`src/rtl/uart_cmd_rx.sv`:
```
// Frame receiver above the UART byte receiver: sync, cmd, data_hi, data_lo, checksum -> 24-bit command.
// Result is registered one cycle after the checksum byte. Every byte is consumed; a frame arriving while cmd_rdy is pending is dropped.
module uart_cmd_rx #(
  parameter logic [7:0] SYNC_BYTE      = 8'hA5,
  parameter int         TIMEOUT_CYCLES = 52080
) (
  input  logic        clk,
  input  logic        rst_n,
  input  logic        rx_rdy,
  input  logic [7:0]  rx_data,
  output logic        clr_rdy,
  output logic [7:0]  cmd,
  output logic [15:0] data,
  output logic        cmd_rdy,
  input  logic        clr_cmd_rdy,
  output logic        frm_err,
  output logic [7:0]  err_cnt
);

  typedef enum logic [2:0] {
    HUNT = 3'd0,
    CMD  = 3'd1,
    DHI  = 3'd2,
    DLO  = 3'd3,
    CHK  = 3'd4
  } state_t;

  localparam logic [15:0] TMO_LAST = 16'(TIMEOUT_CYCLES - 1);

  state_t      state, state_nxt;
  logic [15:0] tmo_cnt;
  logic [7:0]  cmd_hold, hi_hold, lo_hold;
  logic [7:0]  sum8;
  logic        tmo_hit;
  logic        cap_cmd, cap_hi, cap_lo;
  logic        chk_byte, overrun, accept, err_evt;

  // An arriving byte beats an expiring timer in the same cycle.
  assign tmo_hit = (state != HUNT) && !rx_rdy && (tmo_cnt == TMO_LAST);
  assign sum8    = cmd_hold + hi_hold + lo_hold + rx_data;

  always_ff @(posedge clk or negedge rst_n) begin
    if (!rst_n) state <= HUNT;
    else        state <= state_nxt;
  end

  always_comb begin
    state_nxt = state;
    case (state)
      HUNT: if (rx_rdy && rx_data == SYNC_BYTE) state_nxt = CMD;
      CMD: begin
        if (rx_rdy)       state_nxt = DHI;
        else if (tmo_hit) state_nxt = HUNT;
      end
      DHI: begin
        if (rx_rdy)       state_nxt = DLO;
        else if (tmo_hit) state_nxt = HUNT;
      end
      DLO: begin
        if (rx_rdy)       state_nxt = CHK;
        else if (tmo_hit) state_nxt = HUNT;
      end
      CHK: if (rx_rdy || tmo_hit) state_nxt = HUNT;
      default: state_nxt = HUNT;
    endcase
  end

  always_comb begin
    clr_rdy  = rx_rdy;
    cap_cmd  = 1'b0;
    cap_hi   = 1'b0;
    cap_lo   = 1'b0;
    chk_byte = 1'b0;
    case (state)
      CMD:     cap_cmd  = rx_rdy;
      DHI:     cap_hi   = rx_rdy;
      DLO:     cap_lo   = rx_rdy;
      CHK:     chk_byte = rx_rdy;
      default: ;
    endcase
    overrun = chk_byte && cmd_rdy && !clr_cmd_rdy;
    accept  = chk_byte && (sum8 == 8'h00) && !overrun;
    err_evt = tmo_hit || (chk_byte && ((sum8 != 8'h00) || overrun));
  end

  always_ff @(posedge clk) begin
    if (cap_cmd) cmd_hold <= rx_data;
    if (cap_hi)  hi_hold  <= rx_data;
    if (cap_lo)  lo_hold  <= rx_data;
  end

  always_ff @(posedge clk or negedge rst_n) begin
    if (!rst_n)
      tmo_cnt <= 16'd0;
    else if (state == HUNT || rx_rdy || tmo_hit)
      tmo_cnt <= 16'd0;
    else
      tmo_cnt <= tmo_cnt + 16'd1;
  end

  always_ff @(posedge clk or negedge rst_n) begin
    if (!rst_n) begin
      cmd     <= 8'h00;
      data    <= 16'h0000;
      cmd_rdy <= 1'b0;
      frm_err <= 1'b0;
      err_cnt <= 8'h00;
    end else begin
      frm_err <= err_evt;
      if (accept) begin
        cmd     <= cmd_hold;
        data    <= {hi_hold, lo_hold};
        cmd_rdy <= 1'b1;
      end else if (clr_cmd_rdy) begin
        cmd_rdy <= 1'b0;
      end
      if (err_evt && err_cnt != 8'hFF)
        err_cnt <= err_cnt + 8'd1;
    end
  end

endmodule

```
`config.mk`:
```
export PLATFORM = sky130hd
export DESIGN_NAME = uart_cmd_rx
export DESIGN_NICKNAME = d
export VERILOG_FILES = /design/src/rtl/uart_cmd_rx.sv
export SDC_FILE = /design/constraint.sdc
export NUM_CORES = 1
export LEC_CHECK = 0
export ABC_AREA = 1
export BUFFER_PORTS_ARGS = -buffer_cell sky130_fd_sc_hd__buf_2
export CORE_MARGIN = 5
export CORE_UTILIZATION = 58
export DETAILED_ROUTE_END_ITERATION = 8
export HOLD_SLACK_MARGIN = 0.1
export PLACE_DENSITY = 0.85
export SLEW_MARGIN = 20
export SYNTH_ARGS = -nofsm -noshare
export SYNTH_HDL_FRONTEND = slang
export SYNTH_SLANG_ARGS = --single-unit
```
`constraint.sdc`:
```
create_clock -name clk -period 4.41 [get_ports clk]
set_input_delay 0.2205 -clock clk [delete_from_list [all_inputs] [get_ports clk]]
set_output_delay 0.2205 -clock clk [all_outputs]
set_load 0.02 [all_outputs]
```
Word level (Yosys, flattened, before mapping)
Index checks and enable logic that the tools add are counted.

Input port bits: 12. Register bits: 77.

Multiplexer cells: 14. Equality and inequality tests: 9. Reductions and logical operators: 23. Add/sub/neg operators: 5.

Operator list (number): 8-bit adder (3); 3-bit two-way mux (6); 16-bit by 1-bit adder with 16-bit output, second input constant (1); 16-bit equality test, second input constant (1); 16-bit two-way mux (1); 3-bit one-hot mux with 5 select lines (1); 1-bit logical AND (9); 8-bit by 1-bit adder with 8-bit output, second input constant (1); 8-bit equality test, second input constant (1); 8-bit zero test (1); 8-bit != test, second input constant (1); 8-bit nonzero test (1); 3-bit by 2-bit equality test with 1-bit output, second input constant (2); 1-bit two-way mux (6); 1-bit logical OR (5); 2-bit != test, second input constant (2); 3-bit by 1-bit equality test with 1-bit output, second input constant (1); 3-bit equality test, second input constant (1); 1-bit zero test (3); 3-bit zero test (1); 3-bit nonzero test (1); 2-bit AND reduction (1); 2-bit nonzero test (1).

Logic depth before layout (Yosys ltp)
Depth in word-level cells: 8. Depth in mapped cells: 18. Depth with buffers taken out: 18.

Worst setup path before layout
Ideal clock, no wire load.

Path type: flip-flop to flip-flop. Start point: reg cmd_hold[1]. End point: reg cmd[6]. Setup slack: 1183 ps. Stages on the path, launching flop included: 17. Data arrival time: 3109 ps. Period minus slack after synthesis: 3227 ps. Required time: 4291 ps. Buffers on the path: 1. Library setup time: 119 ps. Path through: edfxtp_1 > fa_1 > fa_1 > ha_1 > inv_1 > fa_1 > nor3b_1 > nand2_1 > nor2_1 > nand3_1 > nor2_2 > nand2_2 > nor2_8 > inv_4 > buf_6 > nand2_1 > o21ai_2.

Word-level cells in the longest chain between the ends: 6.

Ends and longest elaborated chain: start, declared (line 32) `logic [7:0] cmd_hold, hi_hold, lo_hold;`; start signal, assigned (line 87) `if (cap_cmd) cmd_hold <= rx_data;`; 8-bit adder (3 in series) (line 40) `assign sum8 = cmd_hold + hi_hold + lo_hold + rx_data;`; 8-bit zero test (line 82) `accept = chk_byte && (sum8 == 8'h00) && !overrun;`; 1-bit logical AND (2 in series) (line 82); end signal, assigned (line 111) `cmd <= cmd_hold;`; end, declared (line 12) `output logic [7:0] cmd,`.

Every way passes these cells. A chain may end at the register's enable or synchronous reset.

Worst setup path in the final report
Start point: reg cmd_hold[1]. End point: reg data[14].

Word-level cells in the longest chain between the ends: 6.

Ends and longest elaborated chain: 8-bit adder (3 in series) (line 40); 8-bit zero test (line 82); 1-bit logical AND (2 in series) (line 82); end signal, assigned (line 112) `data <= {hi_hold, lo_hold};`; end, declared (line 13) `output logic [15:0] data,`.

Every way passes these cells.

==> results.md <==
- DIE WIDTH: 92.1 microns
- P&R area growth vs syn: 12.6%
- Share of the synthesized area in the top cell type: 33.9%
- Rel. slew slack: 42.1%
- CTS clk-pin slew, worst paths: 0.08 ns
- IO Count: 47
- Top FF cell, synth: dfrtp_1
- Worst Path Arrival: 3.88 ns
- Routed len/inst: 14.3 microns
- Post-Syn Nets: 455
- First-pass GRT wire length: 13.9 mm
- Sequential share of power: 50.5%
- Final GP Congestion: 0.814
- Clock Sinks: 77
- Hold endpoint: lo_hold[6]
- Starting density of the core: 58.5%
- First-pass DRT Iterations: 5
- Cells after synthesis: 420
- Commonest cells in the netlist: nand2_1, dfrtp_1, inv_1
- Total GRT Usage: 21.0%
- Post-layout min period: roughly 3.6 ns
- FF-to-FF path depth: 15
- Fraction of layout cells with a size suffix above 1: 16.5%
- Final setup violation count: 0
- Worst Hold Path Cells: 1
- CTS Root Cell: clkbuf_8
- Die area: 8480 sq um
- Clock Latency Late Sink: 0.36 ns
- N_diodes: 0
- Global route total overflow: 0
- Row cnt: 30
- Post-synth EDFFs: 24
- Final Cycle Share: 82.4%
- Iteration-0 DRC Markers: about 190
- Hold Slack: around 0.11 ns
- CTS tree: yes
- Largest net degree at the start of global routing: between 50 and 60
- Max Transition Viols Final: 0
- Synth area leaders: dfrtp_1, edfxtp_1, nand2_1, fa_1, inv_1
- Final hold vios: 0
- Yosys warning total: 0
- Type of origin of the critical path: register
- Net Sw Frac: 29.0%
- Clk network pwr share: 32.7%
- Vias: 2,978
- Hold Path Class: in2reg
- Cell taking the most area after synthesis: dfrtp_1
- Worst Path Max Fanout: 31
- Seq cells post-synth: 77
- H-tree depth: 3
- Initial antenna violation count: 0
- Comb power frac: 16.8%
- Reg-to-reg endpoint: data[14]
- Maximum clock path buffer count: 2
- Peak Freq: 275 MHz
- Core ar.: 6680 sq um
- Power Dens Cells: approximately 350 nW/um^2
- FF-to-FF setup slack: 0.78 ns
- Psw: 0.443 mW
- Clock skew: between 0.009 and 0.01 ns
- Yosys cell types: 29
- DRT antenna net count: 0
- Number of buffers created by CTS: 9
- Mapped cell area: 3910 sq um
- Max-cap viol count: 0
- Worst r2r src: cmd_hold[1]
- RSZ-0062 raised after global routing: false
- # nets final: 510
- Top-count cell post-synth: nand2_1
- Die Y: 92.1 microns
- Critical Path Sink Type: register
- Number of port buffers: 46
- Number of global-route vias before repair: 3,001
- Power, Total: approximately 1.5 mW
- # DRC: 0
- Crit path kind: reg2reg
- Setup TNS: 0 ns
- CP required: 4.65 ns
- Sequential area share after synthesis: 52.4%
- Status: finished, final reports clean
- Vias per cell: approximately 5.3
- Final WL: 7.98 mm
- VDD IR max: 0.188 mV
- Leak Pwr: 2.29 nW
- Async SR Flop Fraction: 68.8%
- Mean post-synth cell area: 9.30 sq um
- Worst Tran Pin Value: 0.865 ns
- Final HPWL DP: 5.85 mm
- HP Start: rx_data[6]
- Int Pwr: between 1 and 1.5 mW
worst max-delay path, cell delays in order (launching register included):
cell and delay, ns:
edfxtp_1 0.42, fa_1 0.50, fa_1 0.52, ha_1 0.21
inv_1 0.07, fa_1 0.47, nor3b_1 0.18, nand2_1 0.08
nor2_1 0.10, nand3_1 0.11, nor2_2 0.11, nand2_2 0.10
nor2_8 0.25, inv_4 0.20, nand2_1 0.13, o21ai_2 0.06
sequential cells by signal, summed over array words and instances (netlist names):
register,count
err_cnt,8
hi_hold,8
cmd,8
cmd_hold,8
data,16
tmo_cnt,16
lo_hold,8
state,3
frm_err,1
cmd_rdy,1
cells in the final DEF, fill, tap and decap left out, drive strengths merged:
| cell | n |
|---|---|
| clkinvlp | 2 |
| dlygate4sd3 | 1 |
| nor2 | 30 |
| xnor2 | 4 |
| inv | 53 |
| clkinv | 1 |
| nor3 | 13 |
| clkbuf | 11 |
| nand3b | 2 |
| ha | 9 |
| xor2 | 7 |
| a21oi | 6 |
| nand3 | 32 |
| edfxtp | 24 |
| nand4 | 6 |
| nor3b | 1 |
| fa | 14 |
| dfrtp | 53 |
| o21ai | 13 |
| buf | 49 |
| nand2 | 145 |
| a211oi | 3 |
| nor4 | 1 |
power by group through the flow:
stage / registers, mW / logic (mW) / clock network (mW)
after floorplan: 0.783 / 0.185 / 0
after global placement: 0.785 / 0.243 / 0
after detailed placement: 0.786 / 0.254 / 0
after CTS: 0.771 / 0.257 / 0.507
after global routing: 0.774 / 0.303 / 0.543
final: 0.772 / 0.256 / 0.499
how the worst max path moves through the flow:
stage	from	endpoint	slack, ns
2_1_floorplan	cmd_hold[1]	cmd[6]	1.18
3_3_place_gp	cmd_hold[1]	data[6]	0.91
3_5_place_dp	cmd_hold[1]	cmd[6]	0.79
4_1_cts	cmd_hold[1]	data[14]	0.75
5_1_grt	cmd_hold[1]	data[14]	0.52
6_report	cmd_hold[1]	data[14]	0.78
final cells by class:
cell class                 count  area (sq um)
multi-input combinational    286          1610
inverter                      51           194
sequential                    77          2050
clock buffer                  11           151
fill                         565          2280
tap                           80           100
clock inverter                 5          32.5
timing repair buffer          50           263
metal layers:
layer	vias to the layer above	part of all wire, %	GRT usage [%]
li1	1455	-	-
met1	1404	43	27.5
met2	91	48	33.0
met3	28	5.4	4.84
met4	0	3.3	10.0
met5	-	0	0
what timing repair did:
action	4_1_cts	5_1_grt
buffers inserted	0	0
gates resized for setup	0	0
endpoints found under the hold margin	53	0
hold buffers	1	0
stage by stage:
stage	instance area (sq um)	instances	util, %	worst slack, ns
2_1_floorplan	3910	420	-	1.18
3_3_place_gp	4210	543	63.0	0.911
3_5_place_dp	4210	543	63.0	0.792
4_1_cts	4400	560	65.9	0.748
5_1_grt	4400	560	65.9	0.524
6_report	4400	560	65.9	0.776
logic make-up after synthesis:
| logic type | after synthesis | share of synthesized area [%] |
|---|---|---|
| AO/OA/AOI/OAI | 22 | 3.59 |
| buffers and inverters | 57 | 6.31 |
| AND/OR/NAND/NOR | 230 | 25.2 |
| adder cells (fa/ha/maj) | 23 | 10.1 |
| XOR/XNOR | 11 | 2.47 |
| flip-flops | 77 | 52.4 |
Power figures use the tool's default switching activity.
